File: src/rtl/alu_operand_loader.sv
// ALU operand front end: one debounced load button steps a sequencer
// that captures operand A, operand B and the opcode from the switch bus.
module alu_operand_loader #(
    parameter int DEBOUNCE_CYCLES = 1_000_000,
    parameter int CNT_W           = $clog2(DEBOUNCE_CYCLES)
) (
    input  logic        clk,
    input  logic        rst_n,
    input  logic [31:0] data,
    input  logic        btn,
    output logic [31:0] operand_a,
    output logic [31:0] operand_b,
    output logic [3:0]  op,
    output logic [1:0]  stage,
    output logic        valid
);

    typedef enum logic [1:0] {
        S_A    = 2'd0,
        S_B    = 2'd1,
        S_OP   = 2'd2,
        S_SHOW = 2'd3
    } state_t;

    localparam logic [CNT_W-1:0] CNT_MAX = CNT_W'(DEBOUNCE_CYCLES - 1);

    state_t            state;
    logic              sync1;
    logic              sync2;
    logic              stable;
    logic [CNT_W-1:0]  cnt;
    logic [31:0]       data_q;
    logic              differ;
    logic              settle;
    logic              press;

    assign differ = (sync2 != stable);
    assign settle = differ && (cnt == CNT_MAX);
    // Capture on the same edge that the debounced level rises.
    assign press  = settle && sync2;
    assign stage  = state;

    always_ff @(posedge clk or negedge rst_n) begin
        if (!rst_n) begin
            sync1  <= 1'b0;
            sync2  <= 1'b0;
            stable <= 1'b0;
            cnt    <= '0;
            data_q <= '0;
        end else begin
            sync1  <= btn;
            sync2  <= sync1;
            data_q <= data;
            if (!differ) begin
                cnt <= '0;
            end else if (settle) begin
                stable <= sync2;
                cnt    <= '0;
            end else begin
                cnt <= cnt + 1'b1;
            end
        end
    end

    always_ff @(posedge clk or negedge rst_n) begin
        if (!rst_n) begin
            state     <= S_A;
            operand_a <= '0;
            operand_b <= '0;
            op        <= '0;
            valid     <= 1'b0;
        end else begin
            valid <= 1'b0;
            if (press) begin
                unique case (state)
                    S_A: begin
                        operand_a <= data_q;
                        state     <= S_B;
                    end
                    S_B: begin
                        operand_b <= data_q;
                        state     <= S_OP;
                    end
                    S_OP: begin
                        op    <= data_q[31:28];
                        valid <= 1'b1;
                        state <= S_SHOW;
                    end
                    S_SHOW: begin
                        operand_a <= data_q;
                        state     <= S_B;
                    end
                endcase
            end
        end
    end

endmodule

File: config.mk
export PLATFORM = sky130hd
export DESIGN_NAME = alu_operand_loader
export DESIGN_NICKNAME = d
export VERILOG_FILES = /design/src/rtl/alu_operand_loader.sv
export SDC_FILE = /design/constraint.sdc
export NUM_CORES = 1
export LEC_CHECK = 0
export ABC_AREA = 1
export CORE_MARGIN = 10
export CORE_UTILIZATION = 45
export CTS_CLUSTER_DIAMETER = 150
export DETAILED_ROUTE_END_ITERATION = 16
export MAX_ROUTING_LAYER = met4
export PLACE_DENSITY = 0.87
export SLEW_MARGIN = 30
export SYNTH_ARGS = -nofsm -noshare
export SYNTH_HDL_FRONTEND = slang
export SYNTH_SLANG_ARGS = --single-unit
export TNS_END_PERCENT = 1
File: constraint.sdc
create_clock -name clk -period 1.75 [get_ports clk]
set_clock_uncertainty 0.1 [all_clocks]
set_input_delay 0.35 -clock clk [delete_from_list [all_inputs] [get_ports clk]]
set_output_delay 0.35 -clock clk [all_outputs]
set_load 0.01 [all_outputs]
==> Implementation_results.wiki <==
{| class="wikitable"
! Metric !! Value
|-
| Final nets || slightly above 700
|-
| Worst Path Required || 2.04 ns
|-
| Top Family by Delay on Critical Path || simple AND/OR/NAND/NOR gates
|-
| Minimum hold slack || 0.161 ns
|-
| Clock root cell || sky130_fd_sc_hd__clkbuf_8
|-
| Die outline height || 124 um
|-
| Final Util || between 60 and 70%
|-
| Switching Share || approximately 20%
|-
| Mux contribution to synthesized area || 0%
|-
| Core outline area || between 0.01 and 0.015 mm2
|-
| Die span in x || 124 um
|-
| CTS clock-pin slew for the worst setup and hold paths || 0.06 ns
|-
| Count of state elements after synthesis || 126
|-
| Post-route worst setup slack || -0.151 ns
|-
| Share of the clock period used by the worst path after layout || 109%
|-
| Largest family of logic cells by synthesized area || simple AND/OR/NAND/NOR gates
|-
| Compound-cell area share of the yosys netlist || less than 1%
|-
| Top post-synthesis cells by area || sky130_fd_sc_hd__dfrtp_1 (65%), sky130_fd_sc_hd__nand2_1 (15%), sky130_fd_sc_hd__nand3_1 (8.3%)
|-
| Overall power of the completed layout || 6.98 mW
|-
| TritonCTS sink count || 126
|-
| Arithmetic-cell share of the synthesized area counting full adders, half adders and majority gates || 0.772%
|-
| Sequential-to-total area share from yosys stat || 64.8%
|-
| First-iteration detailed-routing DRC count || 552
|-
| Critical path buffer and inverter count || 2
|-
| Max Cap Viol || 0
|-
| Pin count of the biggest net entering global routing || between 80 and 90
|-
| Overflow left after global routing || 0
|-
| Netlist area before placement || 0.00486 mm2
|-
| Peak supply drop || just over 0.6 mV
|-
| Maximum fanout encountered on the critical timing path || 8
|-
| Proportion of power drawn by flip-flops and latches || a little over two fifths
|-
| Post-synthesis net count || 556
|-
| Violations in the final reports || negative setup slack
|-
| Mean area per synthesized cell || 9.39 um2
|-
| Routability congestion estimate from global placement || 0.907
|-
| Number of buffer cells added on primary ports || about 110
|-
| Max-slew violation count || 0
|-
| TritonCTS Buffers || 17
|-
| Total wirelength of the detailed-routed design || 15,500 um
|-
| Area share of and/or/nand/nor cells after synthesis || around 28%
|-
| Share of layout cells above drive strength 1 || 16.0%
|-
| Half-perimeter wire length after placement || 8750 um
|-
| Max transition margin || a little over three fifths
|-
| Maximum operating frequency || 526 MHz
|-
| Antenna violations before repair || 1
|-
| Number of failing setup endpoints in the final timing report || around 70
|-
| Tmin final || 1.90 ns
|-
| Internal || approximately 5.6 mW
|-
| Post-synthesis cell type with the largest combined area || sky130_fd_sc_hd__dfrtp_1
|-
| CTS tree || yes
|-
| Startpoint type of the worst setup path || register
|-
| Share of the synthesized netlist area taken by xor and xnor gates || 1.44%
|-
| Final-report hold violation count || 0
|-
| Routed Antenna Nets || 0
|-
| Count of standard-cell rows || 37
|-
| Number of warnings issued by yosys || 0
|-
| Largest incremental delay on the critical path || 0.44 ns
|-
| Cell with the largest stage delay on the worst path || sky130_fd_sc_hd__dfrtp_1
|-
| Total number of vias || 4,382
|-
| Setup repair after global routing missed its margin || true
|-
| GRT Overall Usage || 18.6%
|-
| Htree depth || 4
|-
| Leak pwr || between 3 and 4 nW
|-
| Distinct cell type count after synthesis || 22
|-
| Number of DRC violations after detailed routing || 0
|-
| Clk Latency, worst-skew pair || between 0.5 and 0.6 ns
|-
| Clock power share || 54.3%
|-
| Vias in the first global route || around 4,200
|-
| Deepest clock path buffer count || 2
|-
| Power share of the combinational group || about 2.7%
|-
| Total die area || about 0.015 mm2
|-
| Run status || finished, violations left
|-
| Classification of the worst-slack hold path || in -> reg
|-
| Layout-stage area growth over the synthesis result || 47.4%
|-
| Post-Syn Instances || 518
|-
| Net switching power of the design || 1.40 mW
|-
| Transition time at the pin with the least slew margin || 0.556 ns
|-
| Power density of the placed cells || a little under 1000 mW/mm2
|-
| Vias/cell || 5.36
|-
| Signal arrival time at the worst endpoint || ~2.2 ns
|-
| Detail-routed net length per standard cell || 19.0 um
|-
| Kind of capture point of the worst setup path || register
|-
| Wire length of the first global-routing pass || about 21,000 um
|-
| Initial core utilization || 46.7%
|-
| Drt pass-1 iters || 6
|-
| Startpoint-to-endpoint class of the critical path || reg -> reg
|-
| Cell-by-cell listing of the critical path || ha_4 -> nand2_4 -> nor2_4 -> nand2_2 -> nor2_4 -> nand4_1 -> buf_6 -> buf_6 -> nand2_1 -> nand2_1
|-
| Io pins || about 110
|-
| Area share of the leading cell type in the synthesized netlist || 64.8%
|}
-- final timing paths --
| path | start | endpoint | slack, ns | cells after the start |
|---|---|---|---|---|
| max | cnt[0]$_DFF_PN0_ | operand_b[8]$_DFFE_PN0P_ | -0.15 | 10 |
| min | data[24] | data_q[24]$_DFF_PN0_ | 0.16 | 1 |
| max reg2reg | cnt[0]$_DFF_PN0_ | operand_b[8]$_DFFE_PN0P_ | -0.15 | 10 |
| min reg2reg | sync1$_DFF_PN0_ | sync2$_DFF_PN0_ | 0.28 | 0 |
| max in group asynchronous | rst_n | cnt[6]$_DFF_PN0_ | 0.76 | 3 |
| min in group asynchronous | rst_n | cnt[13]$_DFF_PN0_ | 0.30 | 3 |
-- registers in the layout, summed over array words and instances, names as in the netlist --
signal,count
data_q,32
operand_a,32
operand_b,32
cnt,20
op,4
stage,2
stable,1
sync1,1
sync2,1
valid,1
-- cells by family (layout without fill, tap and decap cells) --
family,count (synthesis),after routing
AO/OA/AOI/OAI,3,3
XOR/XNOR,8,8
adder cells (fa/ha/maj),3,3
buffers and inverters,52,214
flip-flops,126,126
other,0,1
AND/OR/NAND/NOR,326,326
-- area by class of cell --
type | count | area (um2)
clock buffers | 21 | 449
clock inverters | 10 | 186
diodes | 1 | 2.50
flip-flops and latches | 126 | 3160
well taps | 136 | 170
repair buffers | 152 | 1490
fillers | 750 | 3250
multi-input cells | 340 | 1600
inverters | 31 | 116
-- power by group through the flow --
stage / Sequential [mW] / Combinational [mW] / Clock (mW)
after floorplan: 3.03 / 0.0198 / 0
after global placement: 3.04 / 0.171 / 0
after detailed placement: 3.04 / 0.177 / 0
after CTS: 2.99 / 0.181 / 3.83
after global routing: 3.00 / 0.210 / 4.00
final: 3.00 / 0.191 / 3.79
-- cell usage in the layout, fill, tap and decap left out, types with 3 or more instances in the layout --
master,Yosys,layout
sky130_fd_sc_hd__a21oi_1,3,3
sky130_fd_sc_hd__buf_12,0,4
sky130_fd_sc_hd__buf_4,0,27
sky130_fd_sc_hd__buf_6,3,10
sky130_fd_sc_hd__bufinv_16,0,5
sky130_fd_sc_hd__clkbuf_16,0,20
sky130_fd_sc_hd__clkbuf_8,0,3
sky130_fd_sc_hd__clkdlybuf4s50_1,0,33
sky130_fd_sc_hd__clkinvlp_4,0,3
sky130_fd_sc_hd__dfrtp_1,126,123
sky130_fd_sc_hd__dfrtp_2,0,3
sky130_fd_sc_hd__dlygate4sd2_1,0,70
sky130_fd_sc_hd__inv_1,28,27
sky130_fd_sc_hd__nand2_1,191,176
sky130_fd_sc_hd__nand2_2,1,15
sky130_fd_sc_hd__nand3_1,81,80
sky130_fd_sc_hd__nand4_1,4,4
sky130_fd_sc_hd__nor2_1,42,35
sky130_fd_sc_hd__nor2_2,0,3
sky130_fd_sc_hd__nor2_4,1,5
sky130_fd_sc_hd__xor2_1,7,7
-- through the flow --
step / cell area [um2] / cells / TNS, ns / setup WS [ns]
floorplan: 4860 / 518 / 0 / 0.0613
global placement: 6210 / 764 / 0 / 0.0689
detailed placement: 6210 / 764 / -3.30 / -0.107
CTS: 6770 / 796 / -0.301 / -0.0439
global route: 7170 / 817 / -12.68 / -0.239
finish: 7170 / 817 / -6.78 / -0.151
-- synthesized netlist by cell type --
cell / instances
sky130_fd_sc_hd__nand2_1: 191
sky130_fd_sc_hd__dfrtp_1: 126
sky130_fd_sc_hd__nand3_1: 81
sky130_fd_sc_hd__nor2_1: 42
sky130_fd_sc_hd__inv_1: 28
sky130_fd_sc_hd__clkbuf_1: 13
sky130_fd_sc_hd__xor2_1: 7
sky130_fd_sc_hd__buf_2: 5
sky130_fd_sc_hd__nand4_1: 4
sky130_fd_sc_hd__a21oi_1: 3
sky130_fd_sc_hd__buf_6: 3
sky130_fd_sc_hd__ha_1: 3
sky130_fd_sc_hd__clkinv_1: 2
sky130_fd_sc_hd__nor3_1: 2
sky130_fd_sc_hd__inv_2: 1
sky130_fd_sc_hd__nand2_2: 1
sky130_fd_sc_hd__nand3_2: 1
sky130_fd_sc_hd__nor2_4: 1
sky130_fd_sc_hd__nor3b_1: 1
sky130_fd_sc_hd__nor4_1: 1
sky130_fd_sc_hd__or2_2: 1
sky130_fd_sc_hd__xnor2_1: 1
-- metal layers --
metal  up-vias  share of wire (%)  track usage [%]
li1       1941                  -                -
met1      2131                 40             21.6
met2       260                 50             30.0
met3        50                7.4             6.38
met4         0                2.7             5.90
met5         -                  0                -
-- what timing repair did --
item,CTS,global route
hold buffers,1,0
endpoints found under the setup margin,138,81
gates cloned,0,8
hold endpoints to repair,126,0
pin swaps,0,13
setup buffers,0,12
gates resized for setup,73,54
Note: power is estimated with default switching activity, not from simulation.
